<file path="config.mk">
export PLATFORM = sky130hd
export DESIGN_NAME = sp_ram_arb
export DESIGN_NICKNAME = d
export VERILOG_FILES = /design/src/rtl/sp_ram_arb_pkg.sv /design/src/rtl/rr_arb_2.sv /design/src/rtl/sp_ram_arb.sv
export SDC_FILE = /design/constraint.sdc
export NUM_CORES = 1
export LEC_CHECK = 0
export BUFFER_PORTS_ARGS = -buffer_cell sky130_fd_sc_hd__buf_2
export CAP_MARGIN = 20
export CORE_AREA = 10 10 94 96
export DETAILED_ROUTE_END_ITERATION = 12
export DIE_AREA = 0 0 104 106
export PLACE_DENSITY_LB_ADDON = 0.12
export SYNTH_ARGS = -nofsm -noshare
export SYNTH_HDL_FRONTEND = slang
export SYNTH_HIERARCHICAL = 1
export SYNTH_SLANG_ARGS = --single-unit
</file>
<file path="constraint.sdc">
create_clock -name clk -period 2.65 [get_ports clk]
set_input_delay 0.53 -clock clk [delete_from_list [all_inputs] [get_ports clk]]
set_output_delay 0.53 -clock clk [all_outputs]
set_load 0.005 [all_outputs]
</file>
<file path="src/rtl/sp_ram_arb_pkg.sv">
// Shared types and helpers for the two-port RAM arbiter and its
// zero-init sequencer.
package sp_ram_arb_pkg;

  localparam int NUM_PORTS = 2;

  typedef enum logic [1:0] {
    RST_WAIT = 2'd0,
    INIT     = 2'd1,
    RUN      = 2'd2
  } sp_ram_arb_state_e;

  function automatic int words(input int ram_size);
    return ram_size / 4;
  endfunction

endpackage

</file>
<file path="src/rtl/rr_arb_2.sv">
// Two-master round-robin arbiter: combinational grant from req, plus a
// registered pointer to the most recently granted master.
module rr_arb_2
  import sp_ram_arb_pkg::*;
(
  input  logic                 clk,
  input  logic                 rst_n,
  input  logic                 en_i,
  input  logic [NUM_PORTS-1:0] req_i,
  output logic [NUM_PORTS-1:0] gnt_o
);

  logic last_gnt_q;
  logic last_gnt_d;

  // NOTE: every output of a combinational block gets a default before any
  // branch, so no path can leave it unassigned and infer a latch.
  always_comb begin
    gnt_o      = '0;
    last_gnt_d = last_gnt_q;
    if (en_i) begin
      if (&req_i) gnt_o = last_gnt_q ? 2'b01 : 2'b10;
      else        gnt_o = req_i;
    end
    if (gnt_o[0])      last_gnt_d = 1'b0;
    else if (gnt_o[1]) last_gnt_d = 1'b1;
  end

  // Pointer starts at master 1 so master 0 wins the first contention.
  always_ff @(posedge clk or negedge rst_n) begin
    if (!rst_n) last_gnt_q <= 1'b1;
    else        last_gnt_q <= last_gnt_d;
  end

endmodule

</file>
<file path="src/rtl/sp_ram_arb.sv">
// Shares one single-port data RAM between two OBI-style requesters and
// zero-fills every word after reset before any requester is granted.
module sp_ram_arb
  import sp_ram_arb_pkg::*;
#(
  parameter int RAM_SIZE   = 32768,
  parameter int ADDR_WIDTH = $clog2(RAM_SIZE),
  parameter int DATA_WIDTH = 32,
  parameter bit INIT_EN    = 1'b1
) (
  input  logic                    clk,
  input  logic                    rstn_i,

  input  logic                    p0_req_i,
  output logic                    p0_gnt_o,
  input  logic [ADDR_WIDTH-1:0]   p0_addr_i,
  input  logic                    p0_we_i,
  input  logic [DATA_WIDTH/8-1:0] p0_be_i,
  input  logic [DATA_WIDTH-1:0]   p0_wdata_i,
  output logic                    p0_rvalid_o,
  output logic [DATA_WIDTH-1:0]   p0_rdata_o,

  input  logic                    p1_req_i,
  output logic                    p1_gnt_o,
  input  logic [ADDR_WIDTH-1:0]   p1_addr_i,
  input  logic                    p1_we_i,
  input  logic [DATA_WIDTH/8-1:0] p1_be_i,
  input  logic [DATA_WIDTH-1:0]   p1_wdata_i,
  output logic                    p1_rvalid_o,
  output logic [DATA_WIDTH-1:0]   p1_rdata_o,

  output logic                    ram_en_o,
  output logic [ADDR_WIDTH-1:0]   ram_addr_o,
  output logic                    ram_we_o,
  output logic [DATA_WIDTH/8-1:0] ram_be_o,
  output logic [DATA_WIDTH-1:0]   ram_wdata_o,
  input  logic [DATA_WIDTH-1:0]   ram_rdata_i,

  output logic                    init_done_o
);

  localparam int                    NUM_WORDS = words(RAM_SIZE);
  localparam int                    CNT_W     = ADDR_WIDTH - 2;
  localparam logic [CNT_W-1:0]      LAST_WORD = CNT_W'(NUM_WORDS - 1);
  localparam logic [ADDR_WIDTH-1:0] WORD_MASK = ~ADDR_WIDTH'(3);

  sp_ram_arb_state_e      state_q, state_d;
  logic [CNT_W-1:0]       cnt_q, cnt_d;
  logic [NUM_PORTS-1:0]   rvalid_q, rvalid_d;
  logic [NUM_PORTS-1:0]   gnt;

  rr_arb_2 u_arb (
    .clk   (clk),
    .rst_n (rstn_i),
    .en_i  (state_q == RUN),
    .req_i ({p1_req_i, p0_req_i}),
    .gnt_o (gnt)
  );

  // The counter parks on the last word once INIT is done; it never wraps.
  always_comb begin
    state_d = state_q;
    cnt_d   = cnt_q;
    case (state_q)
      RST_WAIT: state_d = INIT_EN ? INIT : RUN;
      INIT: begin
        if (cnt_q == LAST_WORD) state_d = RUN;
        else                    cnt_d   = cnt_q + CNT_W'(1);
      end
      RUN:     state_d = RUN;
      default: state_d = RST_WAIT;
    endcase
  end

  always_comb begin
    ram_en_o    = 1'b0;
    ram_we_o    = 1'b0;
    ram_be_o    = '0;
    ram_addr_o  = '0;
    ram_wdata_o = '0;
    if (state_q == INIT) begin
      ram_en_o   = 1'b1;
      ram_we_o   = 1'b1;
      ram_be_o   = '1;
      ram_addr_o = {cnt_q, 2'b00};
    end else if (gnt[0]) begin
      ram_en_o    = 1'b1;
      ram_we_o    = p0_we_i;
      ram_be_o    = p0_be_i;
      ram_addr_o  = p0_addr_i & WORD_MASK;
      ram_wdata_o = p0_wdata_i;
    end else if (gnt[1]) begin
      ram_en_o    = 1'b1;
      ram_we_o    = p1_we_i;
      ram_be_o    = p1_be_i;
      ram_addr_o  = p1_addr_i & WORD_MASK;
      ram_wdata_o = p1_wdata_i;
    end
  end

  assign rvalid_d = gnt;

  // NOTE: state flops use non-blocking assignment so every flop samples
  // values from before the edge, independent of block evaluation order.
  always_ff @(posedge clk or negedge rstn_i) begin
    if (!rstn_i) begin
      state_q  <= RST_WAIT;
      cnt_q    <= '0;
      rvalid_q <= '0;
    end else begin
      state_q  <= state_d;
      cnt_q    <= cnt_d;
      rvalid_q <= rvalid_d;
    end
  end

  assign p0_gnt_o    = gnt[0];
  assign p1_gnt_o    = gnt[1];
  assign p0_rvalid_o = rvalid_q[0];
  assign p1_rvalid_o = rvalid_q[1];
  assign p0_rdata_o  = ram_rdata_i;
  assign p1_rdata_o  = ram_rdata_i;
  assign init_done_o = (state_q == RUN);

endmodule
</file>
**Word level (Yosys, flattened, before mapping)**

Cells that the tools add are included.

- $add $sub $neg: 1
- Multipliers: 0
- Divide/modulo/power cells: 0
- Order comparisons: 0
- Eq/ne operators: 4
- Shift-type cells: 0
- Multiplexer cells: 22
- Bitwise gates (word level): 1
- Reduce and logical (&&, ||, !) cells: 4

Operators by type and width:

| cell | number |
|---|---|
| 32-bit two-way mux | 3 |
| 15-bit two-way mux | 3 |
| 13-bit by 1-bit adder with 13-bit output, second input constant | 1 |
| 13-bit equality test, second input constant | 1 |
| 4-bit two-way mux | 3 |
| 1-bit two-way mux | 8 |
| 2-bit two-way mux | 4 |
| 2-bit one-hot mux with 3 select lines | 1 |
| 2-bit AND reduction | 2 |
| 2-bit by 1-bit equality test with 1-bit output, second input constant | 1 |
| 2-bit equality test, second input constant | 1 |
| 2-bit zero test | 1 |
| 2-bit != test, second input constant | 1 |
| 2-bit nonzero test | 1 |
| 1-bit inverter | 1 |

- Flip-flop bits (word level): 18
- Latch bits: 0
- RAM bits: 0
- Bits in read-only memories: 0
- Input bits: 140
- Output and inout port bits: 122
- Word-level logic and storage cells: 36
- Memories: 0

**Longest topological paths before layout**

Gate-level depths: netlist (run 1).

- Word-level depth: 6
- Mapped depth: 10
- Gate-level depth less buffers: 8

**Modules after synthesis**

The synthesis (run 1) kept the hierarchy.

By module, submodules not included:

| module | times used | cells each | area an instance (um^2) | sequential area each (um^2) |
|---|---|---|---|---|
| sp_ram_arb | 1 | 274 | 2045.7 | 425.4 |
| rr_arb_2 | 1 | 8 | 62.6 | 26.3 |

**Worst setup path before layout (run 1)**

No wires, ideal clock.

- Kind: flip-flop to output port
- Start: register state_q[0]
- End: output port ram_wdata_o[20]
- Data arrival time: 1.834 ns
- Setup slack: 0.286 ns
- Stages on the path, launching flop included: 10
- Path buffers: 2
- Cells stage by stage: dfrtp_1 inv_1 ha_1 nand2_1 a21oi_1 nor2b_1 buf_2 buf_2 a22oi_1 nor2_1

- Word-level cells in the longest chain between the ends: 5
- Elaborated cells between the ends (all ways): 6
- Classes of those cells: eq/ne (2); mux (4)

Ends and longest elaborated chain:

| element | RTL line | RTL |
|---|---|---|
| start, declared | sp_ram_arb.sv:47 | `sp_ram_arb_state_e state_q, state_d;` |
| start signal, assigned | sp_ram_arb.sv:111 | `state_q <= state_d;` |
| 2-bit equality test | n/a |  |
| named net init_done_o | sp_ram_arb.sv:39 | `output logic init_done_o` |
| 2-bit two-way mux | rr_arb_2.sv:21 | `if (en_i) begin` |
| named net p1_gnt_o | sp_ram_arb.sv:24 | `output logic p1_gnt_o,` |
| 32-bit two-way mux | sp_ram_arb.sv:92 | `end else if (gnt[1]) begin` |
| 32-bit two-way mux | sp_ram_arb.sv:86 | `end else if (gnt[0]) begin` |
| 32-bit two-way mux | sp_ram_arb.sv:81 | `if (state_q == INIT) begin` |
| end, declared | sp_ram_arb.sv:36 | `output logic [DATA_WIDTH-1:0] ram_wdata_o,` |

The timed path passes the listed nets, and every way through them passes these cells.

**Worst setup path in the final report (run 1)**

- Start: register state_q[0]
- End: output port ram_be_o[2]

- Word-level cells in the longest chain between the ends: 5
- Elaborated cells between the ends (all ways): 6
- Classes of those cells: eq/ne (2); mux (4)

Ends and longest elaborated chain:

| element | RTL line | RTL |
|---|---|---|
| 2-bit equality test | sp_ram_arb.sv:55 | `.en_i (state_q == RUN),` |
| 2-bit two-way mux | rr_arb_2.sv:21 |  |
| 4-bit two-way mux | sp_ram_arb.sv:92 |  |
| 4-bit two-way mux | sp_ram_arb.sv:86 |  |
| 4-bit two-way mux (*) | sp_ram_arb.sv:81 |  |
| end, declared | sp_ram_arb.sv:35 | `output logic [DATA_WIDTH/8-1:0] ram_be_o,` |

Every way passes the cells marked *; elsewhere a longest branch is shown, timed or not.

==> flow_metrics.py, run 1 <==
metrics = {
    "status": {
        "outcome": "finished, final reports clean",
    },
    "timing": {
        "min_period_ns": 2.563,
        "hold_viol": 0,
        "tns_ns": 0,
        "max_freq_ghz": 0.3902,
        "drv_slew": 0,
        "setup_viol": 0,
        "period_share_pct": 96.71,
        "rsz0062_at_grt": "no",
        "skew_ns": 0.001883,
    },
    "drt": {
        "wl_per_cell_um": 18.63,
        "drt-pass1-iter-count": 4,
        "via_per_inst": 4.826,
        "routed_wl_um": 8777,
        "route.detailed.drc": 0,
        "ant_nets": 0,
        "vias": 2273,
        "dr.first_iter.drc_count": 92,
    },
    "clock_network": {
        "cts_htree_levels": 1,
        "cts_max_path_buffers": 2,
        "numCtsBuffers": 3,
        "cts_root_buf": "clkbuf_8",
        "insertion_delay_ns": 0.25,
        "clk_pin_slew_ns": 0.07,
        "clock-sinks": 18,
        "cts_tree": "yes",
    },
    "cells_and_area": {
        "antenna_cells": 0,
        "drive_above_1_share_pct": 50.27,
        "fillers": 772,
        "syn_to_final_growth_pct": 29.91,
        "layout.nets": 517,
    },
    "logic_synthesis": {
        "synth_top_area_share_pct": 23.50,
        "netlist_instances": 282,
        "yosysSeqAreaShare_pct": 21.42,
        "synth_edf_count": 0,
        "synth_seq_cells": 18,
        "synth_area_leaders": "buf_4 (24%), dfrtp_1 (20%), a22oi_1 (16%)",
        "async_flop_share_pct": 100.0,
        "synthDistinctLibCells": 35,
        "ys_warn_count": 6,
        "yosysMostFrequentCell": "buf_4",
        "synthTopCellsByCount": "buf_4 (66), a22oi_1 (44), nor2_1 (40)",
        "synth_area_leader_cell": "buf_4",
        "ys.flop_type": "dfrtp_1",
        "syn_area_per_cell_um2": 7.476,
        "synth_area_um2": 2108,
    },
    "critical_path": {
        "cp-end-kind": "output pin",
        "worstSetupPathType": "reg -> out",
        "start_kind": "flop",
        "worstPathArrival_ns": 2.03,
        "crit_start": "state_q[0]",
        "crit-reg2reg-launch": "state_q[1]",
        "worstPathMaxFanout": 11,
        "cp_data_required_time_ns": 2.12,
    },
    "die": {
        "die_x_um": 104,
        "dieArea_um2": 11020,
        "io_pins": 262,
        "rows": 31,
        "start_util_pct": 29.87,
        "fp.dieH_um": 106,
        "core_region_area_um2": 7059,
    },
    "pwr": {
        "ir_drop_mv": 0.1429,
        "power.density_nw_per_um2": 213.6,
        "power_leakage_uw": 0.001339,
        "p_total_uw": 584.9,
    },
    "global_route": {
        "grt-ovfl-total": 0,
        "grt_max_degree": 55,
        "grt_use_total_pct": 14.35,
        "grt_pass1_vias": 2400,
        "antenna_found_initial": 0,
        "grt_pass1_wl_um": 13210,
    },
    "placed_design": {
        "dp.final_hpwl_um": 6962,
        "numPortBuffers": 159,
        "place_congestion": 0.7500,
    },
    "flow_run": {
        "cap_viol_max_count": 0,
    },
    "hold_path": {
        "worst_hold_path_type": "in -> async",
    },
}
-- state kept, by name, indices dropped and copies added, names as in the netlist --
register and cells:
cnt_q 13, rvalid_q 2, state_q 2, u_arb/last_gnt_q 1
-- worst paths after layout --
path / depth (start not counted) / slack, ns / endpoint
setup / recovery: 9 / 0.09 / ram_be_o[2]
hold / removal: 1 / 0.20 / cnt_q[6]
setup reg to reg: 6 / 0.70 / cnt_q[11]
hold reg to reg: 1 / 0.52 / cnt_q[10]
max in group asynchronous: 1 / 2.12 / u_arb/last_gnt_q
min in group clk: 1 / 0.52 / cnt_q[10]
-- metal layers --
| layer | vias up | track usage, % | part of all wire [%] |
|---|---|---|---|
| met2 | 117 | 23.73 | 48 |
| met3 | 34 | 5.314 | 9.1 |
| li1 | 1097 | - | - |
| met4 | 0 | 4.672 | 2.4 |
| met1 | 1025 | 16.90 | 41 |
| met5 | - | 0 | 0 |
-- critical path: stages (launching register included) --
cell       delay (ns)
dfrtp_1          0.40
inv_2            0.09
ha_4             0.15
nand2_1          0.08
a21oi_4          0.18
nor2b_4          0.07
buf_12           0.14
clkbuf_16        0.16
a221o_1          0.36
buf_2            0.15
-- power breakdown --
| part | total (uW) | switching (uW) | internal (uW) |
|---|---|---|---|
| clock | 229 | 96.9 | 132 |
| combinational | 81.5 | 29.0 | 52.4 |
| sequential | 275 | 0 | 275 |
-- timing repair --
action / CTS / global route
cloned: 0 / 3
setup buffers: 1 / 2
pin swaps: 0 / 2
gates resized for setup: 0 / 4
hold buffers: 0 / 0
endpoints found under the setup margin: 13 / 35
hold endpoints to repair: 0 / 0
-- layout make-up --
class                      instances  area (um^2)  area share, %
sequential                        18        451.7          16.49
clock buffer                       4        55.05          2.010
inverter                           4        15.01         0.5482
timing repair buffer             170        980.9          35.82
tap                               99        123.9          4.523
multi-input combinational        176         1112          40.61
-- metrics by stage --
stage	hold slack, ns	instance area (um^2)	instances	worst slack (ns)	util [%]
2_1_floorplan	0.2344	2112	283	0.2860	-
3_3_place_gp	0.4969	2557	461	0.2015	36.23
3_5_place_dp	0.5043	2557	461	0.2109	36.23
4_1_cts	0.2233	2620	466	0.02460	37.11
5_1_grt	0.2374	2739	471	0.004470	38.80
6_report	0.1991	2739	471	0.08709	38.80
-- placed cells by master, fill, tap and decap left out, drive strengths merged, types with 5 or more instances in the layout --
| cell | Yosys | layout |
|---|---|---|
| buf | 69 | 167 |
| a22oi | 44 | 44 |
| nor2 | 40 | 40 |
| a21oi | 9 | 9 |
| nand2 | 25 | 25 |
| a221o | 5 | 5 |
| o21ai | 15 | 15 |
| clkbuf | 16 | 7 |
| dfrtp | 17 | 17 |
| nand3 | 5 | 5 |
-- logic make-up after synthesis --
group | count (synthesis) | synth area share, %
AO/OA/AOI/OAI | 75 | 24.69
XOR/XNOR | 5 | 2.078
adder cells (fa/ha/maj) | 4 | 2.374
buffers and inverters | 89 | 27.77
flip-flops | 18 | 21.42
multiplexers | 5 | 2.611
other | 1 | 0.1779
AND/OR/NAND/NOR | 85 | 18.87
Power figures use the tool's default switching activity.
==> inputs of run 2 (changes only) <==
CORE_AREA = 10 10 93 95   (was 10 10 94 96)
DIE_AREA = 0 0 103 105   (was 0 0 104 106)
SETUP_SLACK_MARGIN = 0.15   (was default)
clock period = 3.33 ns   (was 2.65 ns; I/O delays follow)
==> run 2 against run 1 <==
Net effect: total power shrank 20%; clock power is 20% lower; cell count decreased by 5.1%; sequential share of layout area up 1.1 points; register-to-register slack better by 0.53 ns; global-route usage increased by 1.5 points; critical endpoint is now ram_addr_o[10]; largest cell class unchanged.
==> flow_metrics.py, run 2 (synthesized netlist as in run 1, its figures left out) <==
metrics = {
    "pwr": {
        "p_int_uw": 365.5,
        "p_switching_uw": 101.8,
        "pwr-share-comb_pct": 14.1,
        "sw_frac_of_total_pct": 21.79,
        "clock_power_share_pct": 39.1,
        "power_leakage_uw": 0.001292,
        "power.density_nw_per_um2": 181.8,
        "ir_drop_mv": 0.09584,
        "seqPwrFrac_pct": 46.8,
    },
    "critical_path": {
        "rr_worst_depth": 7,
        "crit_family": "buffers and inverters",
        "critPathBufInv": 3,
        "r2r_setup_slack_ns": 1.23,
        "cp_cell_sequence": "inv_1 > ha_1 > nand2_1 > a21oi_1 > nor2b_4 > buf_12 > a22oi_1 > o21ai_1 > buf_2",
        "start_kind": "flop",
        "crit_path_end": "ram_addr_o[10]",
        "slowest_delay_ns": 0.40,
        "rr_endpoint": "cnt_q[11]",
        "cp.depth": 9,
        "worstPathArrival_ns": 2.13,
        "crit_start": "state_q[0]",
        "critical-path-slowest-cell": "dfrtp_1",
        "cp_data_required_time_ns": 2.66,
        "cp-end-kind": "output pin",
        "worstSetupPathType": "reg -> out",
        "worstPathMaxFanout": 48,
        "crit-reg2reg-launch": "state_q[1]",
    },
    "placed_design": {
        "place_congestion": 0.7327,
        "dp.final_hpwl_um": 7395,
        "place_area_um2": 2516,
        "numPortBuffers": 159,
        "dp_slack_ns": 0.7411,
    },
    "die": {
        "die_x_um": 103,
        "start_util_pct": 31.20,
        "rows": 30,
        "fp.dieH_um": 105,
        "core_region_area_um2": 6756,
        "io_pins": 262,
        "dieArea_um2": 10820,
    },
    "clock_network": {
        "hold_buffers": 0,
        "clock-sinks": 18,
        "cts_setup_buffers": 0,
        "cts_max_path_buffers": 2,
        "clk_pin_slew_ns": 0.07,
        "numCtsBuffers": 3,
        "cts_tree": "yes",
        "insertion_delay_ns": 0.26,
        "cts_htree_levels": 1,
        "cts_root_buf": "clkbuf_8",
        "cts_resized": 0,
    },
    "timing": {
        "max_freq_ghz": 0.3576,
        "rsz0062_at_grt": "no",
        "tns_ns": 0,
        "period_share_pct": 83.97,
        "drv_slew": 0,
        "setup_viol": 0,
        "skew_ns": 0.001405,
        "hold_viol": 0,
        "min_period_ns": 2.796,
        "worst_slack_ns": 0.5339,
    },
    "cells_and_area": {
        "final_cell_mix": "buf_2 (159), a22oi_1 (44), nor2_1 (40)",
        "largest_reg_flops": 13,
        "antenna_cells": 0,
        "utilization_pct": 38.06,
        "final_common_cell": "buf_2",
        "layout.nets": 512,
        "reg_top3": "cnt_q: 13 flops, rvalid_q: 2 flops, state_q: 2 flops",
        "regMostFlops": "cnt_q",
        "finalInstanceArea_um2": 2571,
        "syn_to_final_growth_pct": 21.96,
        "drive_above_1_share_pct": 48.77,
    },
    "global_route": {
        "grt_pass1_vias": 2421,
        "antenna_found_initial": 0,
        "grt_pass1_wl_um": 13540,
        "grt_use_total_pct": 15.87,
        "grt_max_degree": 49,
        "grt-ovfl-total": 0,
    },
    "hold_path": {
        "worst_hold_path_type": "in -> async",
    },
    "flow_run": {
        "cap_viol_max_count": 0,
    },
    "status": {
        "outcome": "finished, final reports clean",
    },
    "drt": {
        "via_per_inst": 4.996,
        "route.detailed.drc": 0,
        "wl_per_cell_um": 20.03,
        "routed_wl_um": 8953,
        "vias": 2233,
        "ant_nets": 0,
        "drt-pass1-iter-count": 4,
        "dr.first_iter.drc_count": 89,
    },
}
run 2: changes by cell type in the layout (fill, tap and decap cells not counted), sizes merged:
cell	change
clkbuf	-3
buf	-2
run 2: layout make-up:
cell class,count,area (um^2)
Sequential cell,18,451.7
Multi-Input combinational cell,176,1096
Timing Repair Buffer,165,853.3
Inverter,4,15.01
Clock buffer,4,55.05
Tap cell,80,100.1
Fill cell,743,4185
run 2: layer usage:
layer	track usage (%)	part of all wire (%)	vias up
met5	0	0	-
met4	5.666	2.8	0
met3	7.773	12	32
met2	26.10	47	122
met1	17.09	38	992
li1	-	-	1087
run 2: worst register-to-register path, delay by kind of cell (launching register included):
family | cells | cell delay [ns]
muxes | 1 | 0.31
buffers and inverters | 2 | 0.49
and+or+nand+nor | 3 | 0.62
DFF | 1 | 0.40
adders and majority gates | 1 | 0.17
run 2: stage by stage:
| stage | std cells | total power [uW] | hold WS (ns) |
|---|---|---|---|
| final | 447 | 467.3 | 0.3373 |
| after global routing | 447 | 489.4 | 0.3602 |
| after CTS | 447 | 475.3 | 0.3452 |
| after detailed placement | 443 | 289.2 | 0.5096 |
| after global placement | 443 | 286.8 | 0.4994 |
| after floorplan | 283 | 287.4 | 0.3704 |
run 2: worst min-delay path by stage:
stage | from | to | slack (ns) | cells past startpoint
6_report | rstn_i | cnt_q[2] | 0.34 | 1
3_3_place_gp | state_q[1] | state_q[1] | 0.50 | 1
4_1_cts | rstn_i | cnt_q[2] | 0.35 | 1
2_1_floorplan | rstn_i | cnt_q[0] | 0.37 | 0
5_1_grt | rstn_i | cnt_q[2] | 0.36 | 1
3_5_place_dp | cnt_q[10] | cnt_q[10] | 0.51 | 1
run 2: power groups by stage:
stage | combinational, uW | clock, uW | sequential [uW]
final | 66.1 | 183 | 219
after CTS | 66.7 | 190 | 218
after detailed placement | 66.4 | 0 | 223
after global placement | 64.1 | 0 | 223
after global routing | 73.5 | 197 | 218
after floorplan | 64.6 | 0 | 223
==> inputs of run 3 (changes only) <==
CORE_AREA = 10 10 94 96   (was 10 10 93 95)
DIE_AREA = 0 0 104 106   (was 0 0 103 105)
clock period = 2.69 ns   (was 3.33 ns; I/O delays follow)
==> run 3 against run 2 <==
Net effect: clock-buffer cell count is the same; worst hold slack worse by 0.13 ns; worst setup slack got worse by 0.42 ns; via count is 4.5% higher; core utilization rose by 1.7 points; first-iteration DRC count increased by 38%; clock skew about the same; wire length up 0.23%; total power is 24% higher; sequential cell count unchanged; die area up 1.9%.
==> flow_metrics.py, run 3 (synthesized netlist as in run 1, its figures left out) <==
metrics = {
    "placed_design": {
        "numPortBuffers": 159,
        "placed_cells": 463,
        "place_congestion": 0.7791,
        "dp.final_hpwl_um": 7028,
    },
    "timing": {
        "min_period_ns": 2.573,
        "hold_viol": 0,
        "period_share_pct": 95.67,
        "rsz0062_at_grt": "yes",
        "tns_ns": 0,
        "max_freq_ghz": 0.3886,
        "drv_slew": 0,
        "skew_ns": 0.001365,
        "setup_viol": 0,
    },
    "drt": {
        "vias": 2334,
        "dr.first_iter.drc_count": 123,
        "ant_nets": 0,
        "via_per_inst": 4.914,
        "drt-pass1-iter-count": 4,
        "route.detailed.drc": 0,
        "wl_per_cell_um": 18.89,
        "routed_wl_um": 8974,
    },
    "clock_network": {
        "clk_pin_slew_ns": 0.07,
        "cts_max_path_buffers": 2,
        "cts_root_buf": "clkbuf_8",
        "insertion_delay_ns": 0.25,
        "numCtsBuffers": 3,
        "cts_htree_levels": 1,
        "clock-sinks": 18,
        "hold_buffers": 0,
        "cts_tree": "yes",
    },
    "hold_path": {
        "worst_hold_path_type": "in -> async",
    },
    "cells_and_area": {
        "drive_above_1_share_pct": 51.60,
        "fin_cells": 475,
        "antenna_cells": 0,
        "regMostFlops": "cnt_q",
        "reg_top3": "cnt_q: 13 flops, rvalid_q: 2 flops, state_q: 2 flops",
        "layout.nets": 521,
        "syn_to_final_growth_pct": 33.23,
        "final_common_cell": "buf_2",
        "largest_reg_flops": 13,
        "final_cell_mix": "buf_2 (159), a22oi_1 (43), nor2_1 (40)",
        "fillers": 765,
    },
    "global_route": {
        "grt_use_total_pct": 14.91,
        "grt-ovfl-total": 0,
        "grt_max_degree": 55,
        "grt_pass1_wl_um": 13570,
        "grt_pass1_vias": 2431,
        "antenna_found_initial": 0,
    },
    "critical_path": {
        "cp_cell_sequence": "inv_2 > ha_4 > nand2_2 > a21oi_4 > nor2b_4 > buf_12 > buf_16 > a221o_1 > buf_2",
        "r2r_setup_slack_ns": 0.62,
        "cp_data_required_time_ns": 2.15,
        "worstSetupPathType": "reg -> out",
        "crit_family": "compound AO/OA/AOI/OAI gates",
        "critPathBufInv": 4,
        "cp-end-kind": "output pin",
        "slowest_delay_ns": 0.40,
        "worstPathArrival_ns": 2.04,
        "start_kind": "flop",
        "critical-path-slowest-cell": "dfrtp_1",
        "worstPathMaxFanout": 7,
    },
    "die": {
        "die_x_um": 104,
        "core_region_area_um2": 7059,
        "rows": 31,
        "fp.dieH_um": 106,
        "start_util_pct": 29.87,
        "io_pins": 262,
        "dieArea_um2": 11020,
    },
    "pwr": {
        "p_total_uw": 580.5,
        "power_leakage_uw": 0.001377,
        "ir_drop_mv": 0.1160,
        "power.density_nw_per_um2": 206.7,
    },
    "flow_run": {
        "cap_viol_max_count": 0,
    },
    "status": {
        "outcome": "finished, final reports clean",
    },
}
[run 3: path summary, 6_finish.rpt]
kind	from	to	depth (start not counted)
min	rstn_i	cnt_q[6]	1
min in group clk	cnt_q[10]	cnt_q[10]	1
max in group asynchronous	rstn_i	u_arb/last_gnt_q	1
min reg2reg	cnt_q[10]	cnt_q[10]	1
max	state_q[0]	ram_be_o[2]	9
max reg2reg	state_q[1]	cnt_q[8]	6
[run 3: report_power, final]
part,internal (uW),switching (uW)
logic,51.6,29.4
registers,270,0
clock network,130,98.9
total,452,128
[run 3: metrics by stage]
step,setup WS (ns),hold slack (ns),instance area (um^2),util (%)
2_1_floorplan,0.3180,0.2424,2112,-
3_3_place_gp,0.3599,0.4974,2572,36.44
3_5_place_dp,0.3621,0.5052,2572,36.44
4_1_cts,0.1628,0.2273,2770,39.24
5_1_grt,0.04052,0.2445,2809,39.79
6_report,0.1165,0.2112,2809,39.79
[run 3: layout make-up]
type | instances | area [um^2] | share of cell area, %
tap | 99 | 123.9 | 4.410
inverter | 4 | 15.01 | 0.5345
multi-input combinational | 176 | 1127 | 40.13
sequential | 18 | 451.7 | 16.08
clock buffer | 4 | 55.05 | 1.960
timing repair buffer | 174 | 1036 | 36.88
[run 3: layer usage]
layer	track usage, %	part of all wire [%]	vias up
met4	4.374	2.2	0
met3	6.280	10	34
met5	0	0	-
li1	-	-	1108
met1	16.90	40	1074
met2	25.14	48	118
[run 3: what timing repair did]
| action | 4_1_cts | 5_1_grt |
|---|---|---|
| pin swaps | 1 | 5 |
| endpoints found under the setup margin | 32 | 49 |
| gates resized for setup | 9 | 3 |
| gates cloned | 2 | 1 |
| setup buffers | 5 | 0 |
[run 3: worst reg2reg max path, delay by kind of cell (launching register included)]
kind	cells	cell delay, ns
flops	1	0.42
simple gates	2	0.67
xor+xnor	1	0.13
fa+ha+maj	1	0.41
buf+inv	2	0.32
